## config.mk

```make
export PLATFORM = sky130hd
export DESIGN_NAME = rr_arbiter_4x1
export DESIGN_NICKNAME = d
export VERILOG_FILES = /design/src/rtl/rr_arbiter_4x1.sv
export SDC_FILE = /design/constraint.sdc
export NUM_CORES = 1
export LEC_CHECK = 0
export BUFFER_PORTS_ARGS = -buffer_cell sky130_fd_sc_hd__buf_2
export CORE_AREA = 2 2 206 208
export DETAILED_ROUTE_END_ITERATION = 16
export DIE_AREA = 0 0 208 210
export HOLD_SLACK_MARGIN = 0.02
export SYNTH_ARGS = -nofsm -noshare
export SYNTH_HDL_FRONTEND = slang
export SYNTH_SLANG_ARGS = --single-unit
```

## constraint.sdc

```tcl
create_clock -name i_clk -period 2.7 [get_ports i_clk]
set_input_delay 0.405 -clock i_clk [delete_from_list [all_inputs] [get_ports i_clk]]
set_output_delay 0.405 -clock i_clk [all_outputs]
set_load 0.005 [all_outputs]
```

## src/rtl/rr_arbiter_4x1.sv

```systemverilog
// Four-requester round-robin bus arbiter with atomic lock, abandon detection
// and a bus timeout that forces a DEAD_BEEF completion back to the requester.
module rr_arbiter_4x1 #(
  parameter int unsigned TIMEOUT_CYCLES = 255
) (
  input  logic         i_clk,
  input  logic         i_rst,
  input  logic [3:0]   i_bus_en,
  input  logic [3:0]   i_wr_rd,
  input  logic [127:0] i_wr_data,
  input  logic [127:0] i_addr,
  input  logic [15:0]  i_byte_en,
  input  logic [3:0]   i_atomic,
  output logic [3:0]   o_ack,
  output logic [127:0] o_rd_data,
  input  logic         i_ack,
  input  logic [31:0]  i_rd_data,
  output logic         o_bus_en,
  output logic         o_wr_en,
  output logic         o_atomic,
  output logic [31:0]  o_wr_data,
  output logic [31:0]  o_addr,
  output logic [3:0]   o_byte_en,
  output logic [1:0]   o_id,
  output logic         o_timeout_err
);

  localparam logic [1:0] ST_IDLE = 2'd0;
  localparam logic [1:0] ST_BUSY = 2'd1;
  localparam logic [1:0] ST_TURN = 2'd2;

  localparam logic [7:0]  TCNT_LAST  = 8'(TIMEOUT_CYCLES - 1);
  localparam logic [31:0] ABORT_DATA = 32'hDEAD_BEEF;

  logic [1:0] state_q, state_d;
  logic [1:0] ptr_q,   ptr_d;
  logic [7:0] tcnt_q,  tcnt_d;
  logic [1:0] id_q,    id_d;

  logic       any_req;
  logic       found;
  logic [1:0] cand;
  logic [1:0] winner;
  logic       cur_req;
  logic       cur_atomic;
  logic       timeout_hit;

  // Search starts one past the last winner so the previous owner is tried last.
  always_comb begin
    any_req = |i_bus_en;
    winner  = ptr_q;
    found   = 1'b0;
    cand    = '0;
    for (int unsigned i = 1; i <= 4; i++) begin
      cand = 2'(32'(ptr_q) + i);
      if (!found && i_bus_en[cand]) begin
        winner = cand;
        found  = 1'b1;
      end
    end
  end

  assign cur_req     = i_bus_en[id_q];
  assign cur_atomic  = i_atomic[id_q];
  // A dropped request counts as abandonment and never reports a timeout.
  assign timeout_hit = (state_q == ST_BUSY) && !i_ack && cur_req &&
                       (tcnt_q == TCNT_LAST);

  always_comb begin
    state_d = state_q;
    ptr_d   = ptr_q;
    tcnt_d  = tcnt_q;
    id_d    = id_q;
    case (state_q)
      ST_IDLE: begin
        if (any_req) begin
          id_d    = winner;
          ptr_d   = winner;
          tcnt_d  = '0;
          state_d = ST_BUSY;
        end
      end
      ST_BUSY: begin
        if (i_ack) begin
          tcnt_d = '0;
          if (!cur_atomic) begin
            state_d = ST_TURN;
          end
        end else if (!cur_req) begin
          state_d = ST_TURN;
        end else if (timeout_hit) begin
          state_d = ST_TURN;
        end else begin
          tcnt_d = tcnt_q + 8'd1;
        end
      end
      ST_TURN: begin
        state_d = ST_IDLE;
      end
      default: begin
        state_d = ST_IDLE;
      end
    endcase
  end

  always_ff @(posedge i_clk or negedge i_rst) begin
    if (!i_rst) begin
      state_q <= ST_IDLE;
      ptr_q   <= 2'd3;
      tcnt_q  <= '0;
      id_q    <= '0;
    end else begin
      state_q <= state_d;
      ptr_q   <= ptr_d;
      tcnt_q  <= tcnt_d;
      id_q    <= id_d;
    end
  end

  always_comb begin
    o_bus_en      = 1'b0;
    o_wr_en       = 1'b0;
    o_atomic      = 1'b0;
    o_wr_data     = '0;
    o_addr        = '0;
    o_byte_en     = '0;
    o_ack         = '0;
    o_rd_data     = '0;
    o_timeout_err = 1'b0;
    for (int unsigned k = 0; k < 4; k++) begin
      if (state_q == ST_BUSY && id_q == 2'(k)) begin
        o_bus_en  = i_bus_en[k];
        o_wr_en   = i_wr_rd[k];
        o_atomic  = i_atomic[k];
        o_wr_data = i_wr_data[32*k +: 32];
        o_addr    = i_addr[32*k +: 32];
        o_byte_en = i_byte_en[4*k +: 4];
        if (i_ack) begin
          o_ack[k]              = 1'b1;
          o_rd_data[32*k +: 32] = i_rd_data;
        end else if (timeout_hit) begin
          o_ack[k]              = 1'b1;
          o_rd_data[32*k +: 32] = ABORT_DATA;
          o_timeout_err         = 1'b1;
        end
      end
    end
  end

  assign o_id = id_q;

endmodule

```

# ---- After elaboration in Yosys (flattened, before gate mapping)
# Cells that the tools add are included.
# Widths: inputs -> output; s select.
dict set report word_totals {
  regBits 14
  latch_bits 0
  ram_bits 0
  romBits 0
  in_bits 319
  out_inout_bits 206
  word_cells 122
  n_memories 0
}
dict set report op_classes {
  addsub 5
  mul 0
  n_div 0
  order_cmp 5
  n_eq_ne 10
  n_shift 0
  mux 77
  n_bitwise 0
  reduce_logical 21
}
# op n
set op_table {}
lappend op_table {{$mux 32} 14}
lappend op_table {{$mux 1} 38}
lappend op_table {{$mux 8} 4}
lappend op_table {{$mux 2} 9}
lappend op_table {{$mux 4} 4}
lappend op_table {{$pmux 8 s2} 1}
lappend op_table {{$lt 2x3->1 const B} 5}
lappend op_table {{$bmux 1 s2} 6}
lappend op_table {{$logic_and 1x1->1} 10}
lappend op_table {{$ne 3x3->1 const B} 3}
lappend op_table {{$add 8x1->8 const B} 1}
lappend op_table {{$eq 8x8->1 const B} 1}
lappend op_table {{$add 2x1->2 const B} 2}
lappend op_table {{$add 2x2->2 const B} 2}
lappend op_table {{$eq 2x1->1 const B} 2}
lappend op_table {{$eq 2x2->1 const B} 2}
lappend op_table {{$logic_not 1->1} 4}
lappend op_table {{$logic_not 2->1} 2}
lappend op_table {{$ne 4x4->1 const B} 1}
lappend op_table {{$pmux 2 s2} 1}
lappend op_table {{$reduce_and 4->1} 1}
lappend op_table {{$reduce_or 4->1} 1}
lappend op_table {{$reduce_and 3->1} 1}
lappend op_table {{$ne 2x2->1 const B} 1}
lappend op_table {{other kinds (2)} 2}

# ---- Longest topological paths before layout
# Gate-level depths: netlist (run 1).
dict set report logic_depth {
  ltp_word 16
  ltp_mapped 8
  mapped_depth_nobuf 8
}

# ---- Worst setup path after synthesis (run 1)
# OpenSTA, ideal clock, no wires.
dict set report synth_path {
  path_kind {register to output}
  start {reg id_q[1] (netlist: o_id[1])}
  end {out o_rd_data[11]}
  t_arrival_ps 1687
  required_ps 2295
  slack_ps 608
  stages_incl_launch_ff 7
  n_path_buf 3
  cell_sequence {dfrtp_1 -> buf_2 -> or3_1 -> clkbuf_2 -> or3_4 -> buf_6 -> o21ai_0}
}
dict set report synth_between {
  elab_chain_cells 7
  elab_cells_between_ends 9
  cone_classes {mux: 5; reduce/logical: 4}
}
# item line_no
set synth_rtl {}
lappend synth_rtl {{start, declared} 38} ;# logic [1:0] id_q, id_d;
lappend synth_rtl {{start signal, assigned} 116} ;# id_q <= id_d;
lappend synth_rtl {{$bmux 1 s2} 63} ;# assign cur_req = i_bus_en[id_q];
lappend synth_rtl {{$mux 1 (implied by the code)} 63}
lappend synth_rtl {{$logic_and 1x1->1 (2 in a row)} 66} ;# assign timeout_hit = (state_q == ST_BUSY) && !i_ack && cur_req &&
lappend synth_rtl {{$mux 32} 141} ;# end else if (timeout_hit) begin
lappend synth_rtl {{$mux 32} 138} ;# if (i_ack) begin
lappend synth_rtl {{$mux 32 (*)} 131} ;# if (state_q == ST_BUSY && id_q == 2'(k)) begin
lappend synth_rtl {{end, declared} 15} ;# output logic [127:0] o_rd_data,
# Every way passes the cells marked *; elsewhere a longest branch is shown, timed or not. The select of a mux whose other input is x is not followed.

# ---- Worst setup path in the final report (run 1)
dict set report layout_path {
  start {reg id_q[0] (netlist: o_id[0])}
  end {out o_addr[9]}
}
dict set report layout_between {
  elab_chain_cells 6
  elab_cells_between_ends 12
  cone_classes {eq/ne: 3; mux: 4; reduce/logical: 5}
}
# item line_no
set layout_rtl {}
lappend layout_rtl {{$logic_not 2->1} 131}
lappend layout_rtl {{$logic_and 1x1->1} 131}
lappend layout_rtl {{$mux 32 (3 in a row)} 131}
lappend layout_rtl {{$mux 32 (*)} 131}
lappend layout_rtl {{end, declared} 22} ;# output logic [31:0] o_addr,
# Every way passes the cells marked *; elsewhere a longest branch is shown, timed or not.

==> flow_summary.json, run 1 <==
{
  "critPathRequiredTime_ns": 2.30,
  "clkLatencyLatePin_ns": 0.24,
  "num_vias": 6080,
  "crit_start": "o_id[0]$_DFFE_PN0P_",
  "grt_pass1_vias": 5765,
  "synth_seq_area_share_pct": 8.857,
  "synth-compound-area-share_pct": 16.93,
  "slowest_delay_ns": 0.53,
  "drtIter0Drc": 271,
  "swShare_pct": 46.32,
  "r2r-end": "tcnt_q[3]$_DFFE_PN0P_",
  "rsz0062_at_grt": "false",
  "cp.depth": 5,
  "power.density_nw_per_um2": 695.1,
  "rows": 75,
  "avgSynthCellArea_sq_um": 8.494,
  "post_cts_resized": 0,
  "finalCriticalPeriod_ns": 2.528,
  "cts_root_buf": "clkbuf_16",
  "maxSlewViolCount": 0,
  "final_util_pct": 17.71,
  "finalWirelength_um": 26850,
  "drive_gt1_share_pct": 66.28,
  "antenna_found_initial": 18,
  "synth.cell_area_sq_um": 3984,
  "ff2ff_setup_slack_ns": 0.61,
  "io_buffer_count": 524,
  "slew_headroom_pct": 59.85,
  "ir_drop_mv": 0.3413,
  "htreeDepth": 1,
  "power_frac_seq_pct": 7.6,
  "gp_congestion": 0.9276,
  "crit_end": "o_addr[9]",
  "core-area_sq_um": 41480,
  "nets": 1277,
  "synthCells": 469,
  "routedWlPerCell_um": 17.88,
  "clock_path_buffers": 2,
  "pre_cts_slack_ns": 0.2520,
  "fmax_mhz": 395.6,
  "area_growth_syn_to_layout_pct": 84.42,
  "outcome": "completed",
  "vias_per_cell": 4.048,
  "cp_common_cell": "buf_12",
  "synth_top_family_by_area": "multiplexers",
  "die_w_um": 208,
  "grt_pass1_wl_um": 37550,
  "cts_setup_buffers": 0,
  "route.met3.wl_um": 2777,
  "reg2regPathDepth": 6,
  "critPathArrivalTime_ns": 2.12,
  "max-cap-violations": 0,
  "leakage_nw": 3.773,
  "endpoint_kind": "output pin",
  "setup_viol": 0,
  "setup_slack_ns": 0.1721,
  "drcViolationCount": 0,
  "synth_fp_nets": 790,
  "wl_met1_um": 9988,
  "worst-setup-path-type": "register to output pin",
  "timing.rr.start": "tcnt_q[0]$_DFFE_PN0P_",
  "cp_cell_sequence": "buf_12 > buf_12 > mux4_2 > and2_1 > buf_2",
  "start_kind": "register",
  "grt_max_degree": 73,
  "synthSimpleGateAreaFrac_pct": 25.09,
  "cts_tree": "yes",
  "synth_adder_area_share_pct": 0.6281,
  "dr.pass1.iters": 5,
  "fin_crit_sh_pct": 93.63,
  "die_area_sq_um": 43680,
  "crit_slowest_cell": "mux4_2",
  "start_util_pct": 9.605,
  "fin_tns_setup_ns": 0,
  "path_max_fanout": 26,
  "switching_power_mw": 2.365,
  "dr_wl_met2_um": 13080,
  "clk_pin_slew_ns": 0.05,
  "hold_class": "input port to async pin",
  "ios": 525,
  "ant_nets": 0,
  "p_int_mw": 2.741,
  "critical_path_buf_inv_count": 3,
  "tightest_slew_ns": 0.6022,
  "power_frac_comb_pct": 86.3,
  "cts_buffers": 3,
  "clock_sinks": 14,
  "synth_xor_area_share_pct": 0,
  "nFillCells": 4706,
  "top_layer_used": "met5",
  "overflow": 0,
  "cpLargestDelayFamily": "buffers and inverters",
  "regArea_sq_um": 360.3,
  "yosys_warnings": 0,
  "power.total_mw": 5.107,
  "multi_input_area_sq_um": 3352,
  "die_h_um": 210,
  "hpwl_um": 23700,
  "ys_ff_latch": 14,
  "muxShareOfSynthArea_pct": 40.95,
  "hold_viol_final": 0,
  "clock_skew_ns": 0.0006376,
  "clkPwrFrac_pct": 6.1,
  "grt_usage_pct": 11.31,
  "ys_types": 44,
  "cts_hold_buf": 0
}
[cells in the final DEF (no fill, tap or decap), types with 2 or more instances in the layout]
cell and count:
nor3_1 2, a2bb2oi_1 2, dfstp_2 2, dfrtp_4 2
a21oi_1 76, diode_2 8, or3_1 3, o21ai_2 2
nor2_1 47, mux2_2 2, o211ai_1 2, nor3b_1 2
o21ai_0 22, inv_1 9, buf_4 10, dfrtp_1 10
a31oi_1 4, nand2b_1 4, nand2_1 41, ha_1 2
buf_12 6, buf_2 524, and2_1 71, nand3_1 9
nand4_1 3, mux4_2 71, clkbuf_16 3
[layout make-up]
type | count | share of cell area, %
Antenna cell | 8 | 0.2725
Clock buffer | 4 | 1.209
Inverter | 9 | 0.4598
Multi-Input combinational cell | 388 | 45.62
Sequential cell | 14 | 4.905
Tap cell | 539 | 9.179
Timing Repair Buffer | 540 | 38.35
[metrics by stage]
stage	cells	hold WS, ns	area [sq um]
after floorplan	469	0.1094	3984
after global placement	1490	0.3269	7227
after detailed placement	1490	0.3324	7227
after CTS	1494	0.07312	7316
after global routing	1500	0.09225	7342
final	1502	0.06034	7347
[state kept, by name, indices dropped and copies added, names as in the netlist]
signal and cells:
state_q 2, ptr_q 2, tcnt_q 8, o_id 2
[worst min path at each step]
stage	start	to	slack, ns	cells after the start
finish	i_rst	o_id[0]$_DFFE_PN0P_	0.06	1
global route	i_rst	o_id[0]$_DFFE_PN0P_	0.09	1
CTS	i_rst	o_id[0]$_DFFE_PN0P_	0.07	1
detailed placement	i_rst	o_id[0]$_DFFE_PN0P_	0.33	1
global placement	i_rst	o_id[0]$_DFFE_PN0P_	0.33	1
floorplan	i_rst	o_id[0]$_DFFE_PN0P_	0.11	0
[worst reg2reg max path: cells and delay by family, from the launching register on]
kind                       cells  cell delay [ns]
buffers and inverters          1             0.09
AOI/OAI and AO/OA              2             0.76
and+or+nand+nor                2             0.44
DFF                            1             0.41
adders and majority gates      1             0.23
[cell families after synthesis]
logic type | Yosys count
and+or+nand+nor | 193
AOI/OAI and AO/OA | 119
muxes | 74
buffers and inverters | 67
DFF | 14
adders and majority gates | 2
[per-layer routing]
metal	GRT usage, %	vias up
met4	4.133	16
met5	0	-
met1	13.23	2874
met3	3.591	44
li1	-	2725
met2	19.38	421
[Yosys cell counts (all sizes together)]
cell | n | area, sq um
a2111oi | 2 | 37.54
a211oi | 1 | 7.510
a21oi | 77 | 385.4
a2bb2oi | 2 | 17.52
a31oi | 5 | 31.28
a41oi | 1 | 8.760
and2 | 71 | 444.2
and3 | 2 | 12.51
and4 | 1 | 8.760
buf | 21 | 122.6
clkbuf | 37 | 143.9
dfrtp | 12 | 300.3
dfstp | 2 | 52.55
ha | 2 | 25.02
inv | 9 | 33.78
mux2 | 2 | 22.52
mux2i | 1 | 10.01
mux4 | 71 | 1599
nand2 | 42 | 157.7
nand2b | 5 | 38.78
nand3 | 9 | 45.04
nand3b | 1 | 7.510
nand4 | 3 | 18.77
nor2 | 47 | 176.4
nor2b | 2 | 12.51
nor3 | 3 | 20.02
nor3b | 2 | 15.01
nor4 | 1 | 12.51
o211a | 1 | 10.01
o211ai | 2 | 15.01
o21ai | 24 | 127.6
o221ai | 1 | 8.760
o22ai | 1 | 6.260
o32a | 1 | 10.01
o32ai | 1 | 8.760
or3 | 4 | 30.03
[power by group through the flow]
stage	sequential, mW	clock (mW)	combinational (mW)
4_1_cts	0.390	0.318	4.47
5_1_grt	0.406	0.328	4.77
2_1_floorplan	0.334	0	2.63
3_5_place_dp	0.392	0	4.47
6_report	0.390	0.311	4.41
3_3_place_gp	0.388	0	4.39
Note: power is estimated with default switching activity, not from simulation.
==> run 2, diff against run 1 <==
PLACE_DENSITY = 0.31   (was not set)
==> flow_summary.json, run 2 (synthesis gave the netlist of run 1 again) <==
{
  "num_vias": 5799,
  "max-cap-violations": 0,
  "maxSlewViolCount": 0,
  "setup_viol": 0,
  "regArea_sq_um": 361.6,
  "clkPwrFrac_pct": 6.1,
  "layout_commonest_cell": "buf_2",
  "start_kind": "register",
  "fmax_mhz": 381.2,
  "dr.pass1.iters": 5,
  "worst-setup-path-type": "register to output pin",
  "finalCriticalPeriod_ns": 2.623,
  "clock_skew_ns": 0.001400,
  "nFillCells": 4778,
  "cts_buffers": 3,
  "cts_setup_buffers": 0,
  "cp_cell_sequence": "mux4_2 > and2_1 > a31oi_1 > nor2_1 > buf_2",
  "grt_max_degree": 73,
  "clk_pin_slew_ns": 0.05,
  "die_area_sq_um": 43680,
  "slew_headroom_pct": 57.66,
  "endpoint_kind": "output pin",
  "area_growth_syn_to_layout_pct": 84.23,
  "core-area_sq_um": 41480,
  "finalWirelength_um": 27120,
  "start_util_pct": 9.605,
  "path_max_fanout": 10,
  "ant_nets": 0,
  "die_h_um": 210,
  "rsz0062_at_grt": "true",
  "pre_cts_slack_ns": 0.2533,
  "drtIter0Drc": 322,
  "swShare_pct": 46.38,
  "drive_gt1_share_pct": 66.49,
  "clock_sinks": 14,
  "grt_pass1_vias": 5887,
  "hold_viol_final": 0,
  "antenna_found_initial": 7,
  "slowest_delay_ns": 0.65,
  "gp_congestion": 0.8138,
  "drcViolationCount": 0,
  "p_int_mw": 2.730,
  "final_cell_mix": "524 x buf_2, 77 x a21oi_1, 71 x mux4_2, 71 x and2_1, 47 x nor2_1",
  "rows": 75,
  "routedWlPerCell_um": 18.10,
  "post_cts_resized": 0,
  "grt_usage_pct": 11.57,
  "placedCellCount": 1493,
  "outcome": "completed",
  "largest_register_ffs": 8,
  "top_register": "tcnt_q",
  "critPathRequiredTime_ns": 2.30,
  "ios": 525,
  "power_frac_comb_pct": 86.2,
  "overflow": 0,
  "clock_path_buffers": 2,
  "crit_slowest_cell": "mux4_2",
  "vias_per_cell": 3.871,
  "cts_tree": "yes",
  "critical_path_buf_inv_count": 1,
  "cts_hold_buf": 0,
  "tightest_slew_ns": 0.6350,
  "switching_power_mw": 2.362,
  "fin_crit_sh_pct": 97.16,
  "io_buffer_count": 524,
  "multi_input_area_sq_um": 3347,
  "leakage_nw": 3.779,
  "grt_pass1_wl_um": 38870,
  "stdcell_count": 1498,
  "ir_drop_mv": 0.3189,
  "htreeDepth": 1,
  "nets": 1280,
  "critPathArrivalTime_ns": 2.22,
  "hpwl_um": 23250,
  "hold_class": "input port to async pin",
  "setup_slack_ns": 0.07657,
  "clkLatencyLatePin_ns": 0.24,
  "cpLargestDelayFamily": "multiplexers",
  "die_w_um": 208,
  "power_frac_seq_pct": 7.7,
  "power.density_nw_per_um2": 693.8,
  "cts_root_buf": "clkbuf_16"
}
-- run 2: cell count changes in the layout (fill, tap and decap cells not counted), sizes merged --
cell	before	now
buf	540	543
diode	8	1
-- run 2: power by group through the flow --
stage	registers, mW	clock network, mW	logic (mW)
after floorplan	0.334	0	2.63
after global placement	0.391	0	4.52
after detailed placement	0.388	0	4.51
after CTS	0.388	0.324	4.50
after global routing	0.405	0.333	4.78
final	0.390	0.313	4.39
-- run 2: path summary, 6_finish.rpt --
path | slack (ns) | to | from | depth (start not counted)
setup / recovery | 0.08 | o_ack[3] | o_id[1]$_DFFE_PN0P_ | 5
hold / removal | 0.07 | state_q[1]$_DFFE_PN0P_ | i_rst | 1
setup reg to reg | 0.62 | tcnt_q[3]$_DFFE_PN0P_ | o_id[1]$_DFFE_PN0P_ | 4
hold reg to reg | 0.53 | tcnt_q[4]$_DFFE_PN0P_ | tcnt_q[4]$_DFFE_PN0P_ | 1
max in group asynchronous | 2.33 | ptr_q[1]$_DFFE_PN1P_ | i_rst | 1
min in group i_clk | 0.53 | tcnt_q[4]$_DFFE_PN0P_ | tcnt_q[4]$_DFFE_PN0P_ | 1
-- run 2: area by class of cell --
cell class	count	area share, %
inverters	9	0.4603
clock buffers	4	1.210
well taps	539	9.189
flip-flops and latches	14	4.927
repair buffers	543	38.58
multi-input cells	388	45.60
diodes	1	0.03409
-- run 2: metrics by stage --
| step | TNS, ns | hold slack, ns | power [mW] | util [%] | instance area, sq um |
|---|---|---|---|---|---|
| finish | 0 | 0.07037 | 5.092 | 17.70 | 7340 |
| global route | -0.02052 | 0.09188 | 5.518 | 17.69 | 7337 |
| CTS | 0 | 0.08316 | 5.215 | 17.66 | 7326 |
| detailed placement | 0 | 0.3458 | 4.895 | 17.45 | 7237 |
| global placement | 0 | 0.3476 | 4.909 | 17.45 | 7237 |
| floorplan | 0 | 0.1094 | 2.965 | - | 3984 |
-- run 2: routing by layer --
layer  routed length, um  track usage, %
met1               10600           13.76
met2               14300           21.92
met3                1977           2.458
met4                 200           1.174
met5                  34               0
